**src/rtl/gp_trig_scheduler.sv**
```systemverilog
// gp_trig_scheduler: counts trigger rising edges per source and issues round-robin sequence requests with done/timeout tracking.
module gp_trig_scheduler #(
  parameter int NO_TRIG_SR     = 4,
  parameter int CNT_WIDTH      = 4,
  parameter int TIMEOUT_CYCLES = 1024,
  parameter int SRC_W          = $clog2(NO_TRIG_SR)
) (
  input  logic                  i_clk,
  input  logic                  i_rst,
  input  logic [NO_TRIG_SR-1:0] i_str_trig,
  input  logic [NO_TRIG_SR-1:0] i_trig_en,
  input  logic [NO_TRIG_SR-1:0] i_ovf_clr,
  output logic                  o_req_valid,
  output logic [SRC_W-1:0]      o_req_src,
  output logic [NO_TRIG_SR-1:0] o_req_onehot,
  input  logic                  i_req_ready,
  input  logic                  i_done,
  output logic                  o_busy,
  output logic                  o_timeout,
  output logic [NO_TRIG_SR-1:0] o_pending,
  output logic [NO_TRIG_SR-1:0] o_ovf
);
  localparam int TW = TIMEOUT_CYCLES > 1 ? $clog2(TIMEOUT_CYCLES) : 1;
  localparam int TLIM = TIMEOUT_CYCLES > 0 ? TIMEOUT_CYCLES - 1 : 0;
  localparam logic [TW-1:0] TLIM_W = TLIM[TW-1:0];
  typedef enum logic [1:0] {IDLE, GRANT, BUSY} state_t;
  state_t state, state_n;
  logic [NO_TRIG_SR-1:0] trig_q, rise, elig, ovf_n, onehot_n;
  logic [CNT_WIDTH-1:0]  cnt   [NO_TRIG_SR];
  logic [CNT_WIDTH-1:0]  cnt_n [NO_TRIG_SR];
  logic [SRC_W-1:0]      ptr, ptr_n, win, src_n;
  logic [TW-1:0]         tcnt;
  logic                  any, accept, tmo_hit;
  assign rise    = i_str_trig & ~trig_q & i_trig_en;
  assign accept  = state == GRANT && i_req_ready;
  assign tmo_hit = state == BUSY && TIMEOUT_CYCLES != 0 && tcnt == TLIM_W;
  assign any     = |elig;
  // A source parked in GRANT keeps its count through a disable until it is accepted.
  for (genvar i = 0; i < NO_TRIG_SR; i++) begin : g_src
    logic held, dec, full;
    assign held         = state == GRANT && o_req_src == SRC_W'(i);
    assign dec          = held && i_req_ready;
    assign full         = &cnt[i];
    assign elig[i]      = cnt[i] != '0 && i_trig_en[i];
    assign o_pending[i] = cnt[i] != '0;
    assign cnt_n[i]     = !i_trig_en[i] && !held ? '0 :
                          rise[i] && !dec && !full ? cnt[i] + 1'b1 :
                          dec && !rise[i] ? cnt[i] - 1'b1 : cnt[i];
    assign ovf_n[i]     = (rise[i] && !dec && full) || (o_ovf[i] && !i_ovf_clr[i]);
  end
  // Iterate from the farthest offset down so the first eligible index after ptr wins.
  always_comb begin
    win = '0;
    for (int k = NO_TRIG_SR - 1; k >= 0; k--)
      if (elig[(int'(ptr) + k) % NO_TRIG_SR]) win = SRC_W'((int'(ptr) + k) % NO_TRIG_SR);
  end
  always_comb begin
    state_n = state == IDLE  ? (any ? GRANT : IDLE) :
              state == GRANT ? (i_req_ready ? BUSY : GRANT) :
              (i_done || tmo_hit) ? IDLE : BUSY;
  end
  always_comb begin
    src_n    = state == IDLE && any ? win : o_req_src;
    onehot_n = state_n == GRANT ? NO_TRIG_SR'(1) << src_n : '0;
    ptr_n    = !accept ? ptr : o_req_src == SRC_W'(NO_TRIG_SR - 1) ? '0 : o_req_src + 1'b1;
  end
  always_ff @(posedge i_clk) begin
    if (i_rst) begin
      state        <= IDLE;
      trig_q       <= '0;
      ptr          <= '0;
      tcnt         <= '0;
      cnt          <= '{default: '0};
      o_ovf        <= '0;
      o_req_valid  <= 1'b0;
      o_req_src    <= '0;
      o_req_onehot <= '0;
      o_busy       <= 1'b0;
      o_timeout    <= 1'b0;
    end else begin
      state        <= state_n;
      trig_q       <= i_str_trig;
      ptr          <= ptr_n;
      tcnt         <= accept ? '0 : state == BUSY ? tcnt + 1'b1 : tcnt;
      cnt          <= cnt_n;
      o_ovf        <= ovf_n;
      o_req_valid  <= state_n == GRANT;
      o_req_src    <= src_n;
      o_req_onehot <= onehot_n;
      o_busy       <= state_n != IDLE;
      o_timeout    <= tmo_hit && !i_done;
    end
  end
endmodule

```
**config.mk**
```make
export PLATFORM = sky130hd
export DESIGN_NAME = gp_trig_scheduler
export DESIGN_NICKNAME = d
export VERILOG_FILES = /design/src/rtl/gp_trig_scheduler.sv
export SDC_FILE = /design/constraint.sdc
export NUM_CORES = 1
export LEC_CHECK = 0
export ABC_AREA = 1
export CORE_ASPECT_RATIO = 2
export CORE_MARGIN = 2
export CORE_UTILIZATION = 25
export CTS_CLUSTER_DIAMETER = 30
export CTS_CLUSTER_SIZE = 10
export DETAILED_ROUTE_END_ITERATION = 12
export DONT_BUFFER_PORTS = 1
export GPL_TIMING_DRIVEN = 0
export PLACE_DENSITY = 0.45
export SLEW_MARGIN = 25
export SYNTH_ARGS = -nofsm -noshare
export SYNTH_HDL_FRONTEND = slang
export SYNTH_SLANG_ARGS = --single-unit
```
**constraint.sdc**
```tcl
create_clock -name i_clk -period 4.5 [get_ports i_clk]
set_clock_uncertainty 0.1 [all_clocks]
set_input_delay 0.9 -clock i_clk [delete_from_list [all_inputs] [get_ports i_clk]]
set_output_delay 0.9 -clock i_clk [all_outputs]
set_load 0.02 [all_outputs]
```
; Word level (Yosys, flattened, before mapping)
; Cells that the tools add are included.
[word_totals]
register_bits = 47
input_bits = 16
output_inout_bits = 17
word_cells = 171
[classes]
add_sub_neg = 13
n_lt_le_gt_ge = 4
n_eq_ne = 7
shift = 1
mux = 30
n_bitwise = 7
reduce_logical = 95
[op_table]
columns = cell, n
row1 = logical AND 1 bit, 40
row2 = two-way mux 4 bit, 8
row3 = zero test 1 bit, 25
row4 = two-way mux 2 bit, 10
row5 = OR reduction 2 bit, 9
row6 = "adder 4 x 1 -> 4 bit, second input constant", 4
row7 = AND reduction 4 bit, 4
row8 = nonzero test 4 bit, 4
row9 = "subtractor 4 x 1 -> 4 bit, second input constant", 4
row10 = "less-than comparator 3 x 4 -> 1 bit, second input constant", 3
row11 = "adder 10 x 1 -> 10 bit, second input constant", 1
row12 = "equality test 10 bit, second input constant", 1
row13 = nonzero test 2 bit, 5
row14 = AND 4 bit, 2
row15 = binary-select mux 1 bit (select 2 bit), 4
row16 = two-way mux 1 bit, 8
row17 = "equality test 2 x 1 -> 1 bit, second input constant", 3
row18 = "equality test 2 bit, second input constant", 3
row19 = logical OR 1 bit, 5
row20 = "adder 2 x 1 -> 2 bit, second input constant", 2
row21 = "adder 2 bit, second input constant", 2
row22 = zero test 2 bit, 2
row23 = NOT 4 bit, 1
row24 = OR reduction 4 bit, 1
row25 = other kinds (4), 6

; Logic depth before layout (Yosys ltp)
[logic_depth]
word_depth = 12
depth_mapped = 14

; Least setup slack after synthesis
; No wires, ideal clock.
[synth_path]
kind = input to register
start = in i_req_ready
end = reg cnt[3] in the netlist's numbering
arrival_ps = 2277
t_required_ps = 4274
path_slack_ps = 1998
stages = 10
n_path_buf = 0
cell_sequence = nand2_2 inv_2 nand2_2 nand3_1 ha_1 nand2_1 o21ai_0 mux2i_1 xnor2_1 nor2_1
[synth_via]
elab_chain_cells = 5
elab_cells_between_ends = 7
cone_classes = mux (1) / reduce/logical (6)
[synth_lines]
columns = element, line_no
row1 = start: declaration, 16  ; input logic i_req_ready,
row2 = logical AND 1 bit (*), 42  ; assign dec = held && i_req_ready;
row3 = zero test 1 bit, 47  ; rise[i] && !dec && !full ? cnt[i] + 1'b1 :
row4 = logical AND 1 bit (2 in series), 47
row5 = two-way mux 4 bit / nonzero test 2 bit (equally long branches), -
row6 = end signal: assignment, 85  ; cnt <= cnt_n;
row7 = end: declaration, 29  ; logic [CNT_WIDTH-1:0] cnt [NO_TRIG_SR];
; Every way passes the cells marked *; elsewhere a longest branch is shown, timed or not.
; A chain may end at the register's enable or synchronous reset.

; Final worst setup path
[layout_path]
start = reg o_req_src[0]
end = reg cnt[7] in the netlist's numbering
[layout_via]
elab_chain_cells = 7
elab_cells_between_ends = 12
cone_classes = eq/ne (1) / mux (1) / reduce/logical (10)
[layout_lines]
columns = element, line_no
row1 = start: declaration, 14  ; output logic [SRC_W-1:0] o_req_src,
row2 = start signal: assignment, 88  ; o_req_src <= src_n;
row3 = equality test 2 bit (*), 41  ; assign held = state == GRANT && o_req_src == SRC_W'(i);
row4 = logical AND 1 bit (*), 41
row5 = logical AND 1 bit, 42
row6 = zero test 1 bit, 47
row7 = logical AND 1 bit (2 in series), 47
row8 = two-way mux 4 bit / nonzero test 2 bit (equally long branches), -
; Marks and branches as above.

==> run_results.csv <==
group,metric,value,unit
run_status,outcome,"finished, final reports clean",
global_routing,grt_start_max_net_pins,17,
timing,setup_viol,0,
timing,slew_headroom,55.32,%
timing,worstMarginPinSlew,0.6703,ns
clock_network,clk_pin_slew_worst_paths,0.07,ns
clock_network,cts_sinks,47,
clock_network,cts_buffer_depth,2,
worst_setup_path,worstPathMaxFanout,5,
clock_network,postCtsSetupRepairBufs,0,
logic_synthesis,synth-main-ff-cell,"dfxtp_1",
pwr,vdd_ir_drop_max,0.2213,mV
worst_setup_path,cp.arrival,2.74,ns
logic_synthesis,ys_warn_count,0,
logic_synthesis,synthCells,368,
clock_network,clockRootBuffer,"clkbuf_16",
logic_synthesis,ys_seq_area_share,36.17,%
flow_run,drv_cap,0,
global_routing,overflow,0,
worst_setup_path,path_class,"flop to flop",
layout,diodes,0,
logic_synthesis,async_reset_ff_share,0,%
floorplan,coreArea,10150,sq um
layout,nets,408,
global_routing,grt_pass1_wl,10.74,mm
drt,drt-total-wl,6.407,mm
timing,rsz0062_at_grt,"no",
worst_setup_path,r2r_cells,13,
logic_synthesis,yosys.cell_types.count,34,
clock_network,cts_buffers,5,
global_routing,grt_pass1_vias,2278,
floorplan,io_pins,33,
layout,syn_to_final_growth,13.13,%
drt,first_pass_iters,4,
pwr,p_per_area,382.8,nW/um^2
drt,postRouteAntennaNets,0,
worst_setup_path,critPathLaunchType,"flop",
floorplan,die_w,76.13,um
hold_path,min_path_type,"flop to flop",
drt,vias_per_cell,4.458,
logic_synthesis,avgSynthCellArea,7.069,sq um
logic_synthesis,synthTopCellsByArea,"dfxtp_1 36%, nand2_1 13%, inv_1 7.4%",
timing,slew_viol_final,0,
clock_network,postCtsResizedCells,0,
pwr,p_leak,1.283,nW
drt,drcViolationCount,0,
timing,setup_tns,0,ns
floorplan,num_rows,52,
clock_network,clkLatencyLatePin,0.29,ns
timing,clock.fmax,0.3806,GHz
floorplan,die_y,148.3,um
drt,drtIter0Drc,65,
worst_setup_path,worst_ep_required_time,4.62,ns
logic_synthesis,netlist_area,2601,sq um
layout,final_layout_size_suffix_gt1_share,6.383,%
placement,dp_hpwl,5.219,mm
worst_setup_path,timing.rr.end,"cnt[7]",
floorplan,die_area,11290,sq um
clock_network,cts_tree,"done",
worst_setup_path,crit_start,"o_req_src[0]",
drt,vias,2278,
timing,finalHoldViolations,0,
timing,fin_crit,2.627,ns
logic_synthesis,synthTopCellsByCount,"90 x nand2_1, 51 x inv_1, 47 x dfxtp_1",
worst_setup_path,regToRegStartpoint,"o_req_src[0]",
worst_setup_path,crit_end,"cnt[7]",
placement,port_buffers,0,
pwr,power,0.001127,W
timing,fin_crit_sh,58.39,%
worst_setup_path,rrSetupSlack,1.87,ns
global_routing,grt.total_usage,12.10,%
logic_synthesis,ys_ff_latch,47,
clock_network,holdBufCountCts,0,
drt,routedWlPerCell,12.54,um
clock_network,cts.htree.levels,2,
floorplan,start_util,25.63,%
logic_synthesis,yosysMostFrequentCell,"nand2_1",
global_routing,antenna_found_initial,0,
logic_synthesis,synthesis.nets,401,
logic_synthesis,yosysTopAreaCell,"dfxtp_1",
worst_setup_path,end_kind,"flop",
logic_synthesis,synth-edff-count,0,
placement,finalWeightedCongestion,0.7430,
logic_synthesis,synth_top_area_share,36.17,%
metal layers:
metal  track usage, %  part of all wire [%]
met1            11.29                    35
met2            23.97                    56
met3            3.519                   6.0
met4            5.182                   2.1
met5                0                     0
worst min path at each step:
stage / from / endpoint / slack (ns) / depth (start not counted)
global route: tcnt[1] / tcnt[1] / 0.40 / 2
CTS: tcnt[9] / o_timeout / 0.39 / 2
finish: tcnt[1] / tcnt[1] / 0.39 / 2
detailed placement: tcnt[9] / o_timeout / 0.37 / 2
global placement: tcnt[1] / tcnt[1] / 0.37 / 2
floorplan: tcnt[9] / o_timeout / 0.35 / 2
cells by family (layout without fill, tap and decap cells):
group                    Yosys count  after routing  share of synthesized area (%)
AO/OA/AOI/OAI                     49             49                          10.58
AND/OR/NAND/NOR                  189            189                          32.18
flip-flops                        47             47                          36.17
adder cells (fa/ha/maj)           17             17                          9.332
XOR/XNOR                           8              8                          2.982
multiplexers                       1              1                         0.3848
buffers and inverters             57             65                          8.369
critical path, stage by stage (launching register included):
cell	delay (ns)
dfxtp_1	0.53
inv_1	0.18
ha_1	0.25
inv_1	0.07
o21ai_1	0.11
inv_1	0.07
nand2_1	0.14
ha_1	0.37
nand2_1	0.07
nand2_1	0.05
a31oi_1	0.20
nand2_1	0.10
and3_1	0.19
nor3_1	0.11
cells in the final DEF, fill, tap and decap left out, types with 4 or more instances in the layout:
| master | count |
|---|---|
| nand2_1 | 90 |
| inv_1 | 51 |
| dfxtp_1 | 47 |
| nor2_1 | 44 |
| a21oi_1 | 22 |
| nand3_1 | 19 |
| ha_1 | 13 |
| o21ai_0 | 11 |
| nor3_1 | 6 |
| xnor2_1 | 6 |
| nand3b_1 | 5 |
| clkbuf_16 | 5 |
| nand4_1 | 4 |
| o21ai_1 | 4 |
| o22ai_1 | 4 |
| fa_1 | 4 |
stage by stage:
stage                     cell area [sq um]  utilization (%)  hold slack [ns]  setup slack, ns  instances
after floorplan                        2601                -           0.3461            1.998        368
after global placement                 2770            27.29           0.3724            1.750        503
after detailed placement               2770            27.29           0.3730            1.721        503
after CTS                              2943            28.99           0.3877            1.807        511
after global routing                   2943            28.99           0.4025            1.560        511
final                                  2943            28.99           0.3859            1.873        511
area by class of cell:
type	count	area (sq um)
fill	1166	7207
sequential	47	940.9
multi-input combinational	264	1443
tap	135	168.9
clock inverter	3	47.55
buffer	3	15.01
clock buffer	5	125.1
inverter	54	202.7
registers in the layout, indices dropped and copies added, names as in the netlist, 2 cells and up:
signal,cells
cnt,16
o_ovf,4
o_req_onehot,4
o_req_src,2
ptr,2
state,2
tcnt,10
trig_q,4
report_power, final:
| part | switching, W | leakage (nW) | internal, W |
|---|---|---|---|
| Combinational | 0.000141 | 0.816 | 0.0000707 |
| Sequential | 0.0000346 | 0.382 | 0.000441 |
| Clock | 0.000174 | 0.0844 | 0.000265 |
No activity file was read; power rests on OpenSTA's default activity.
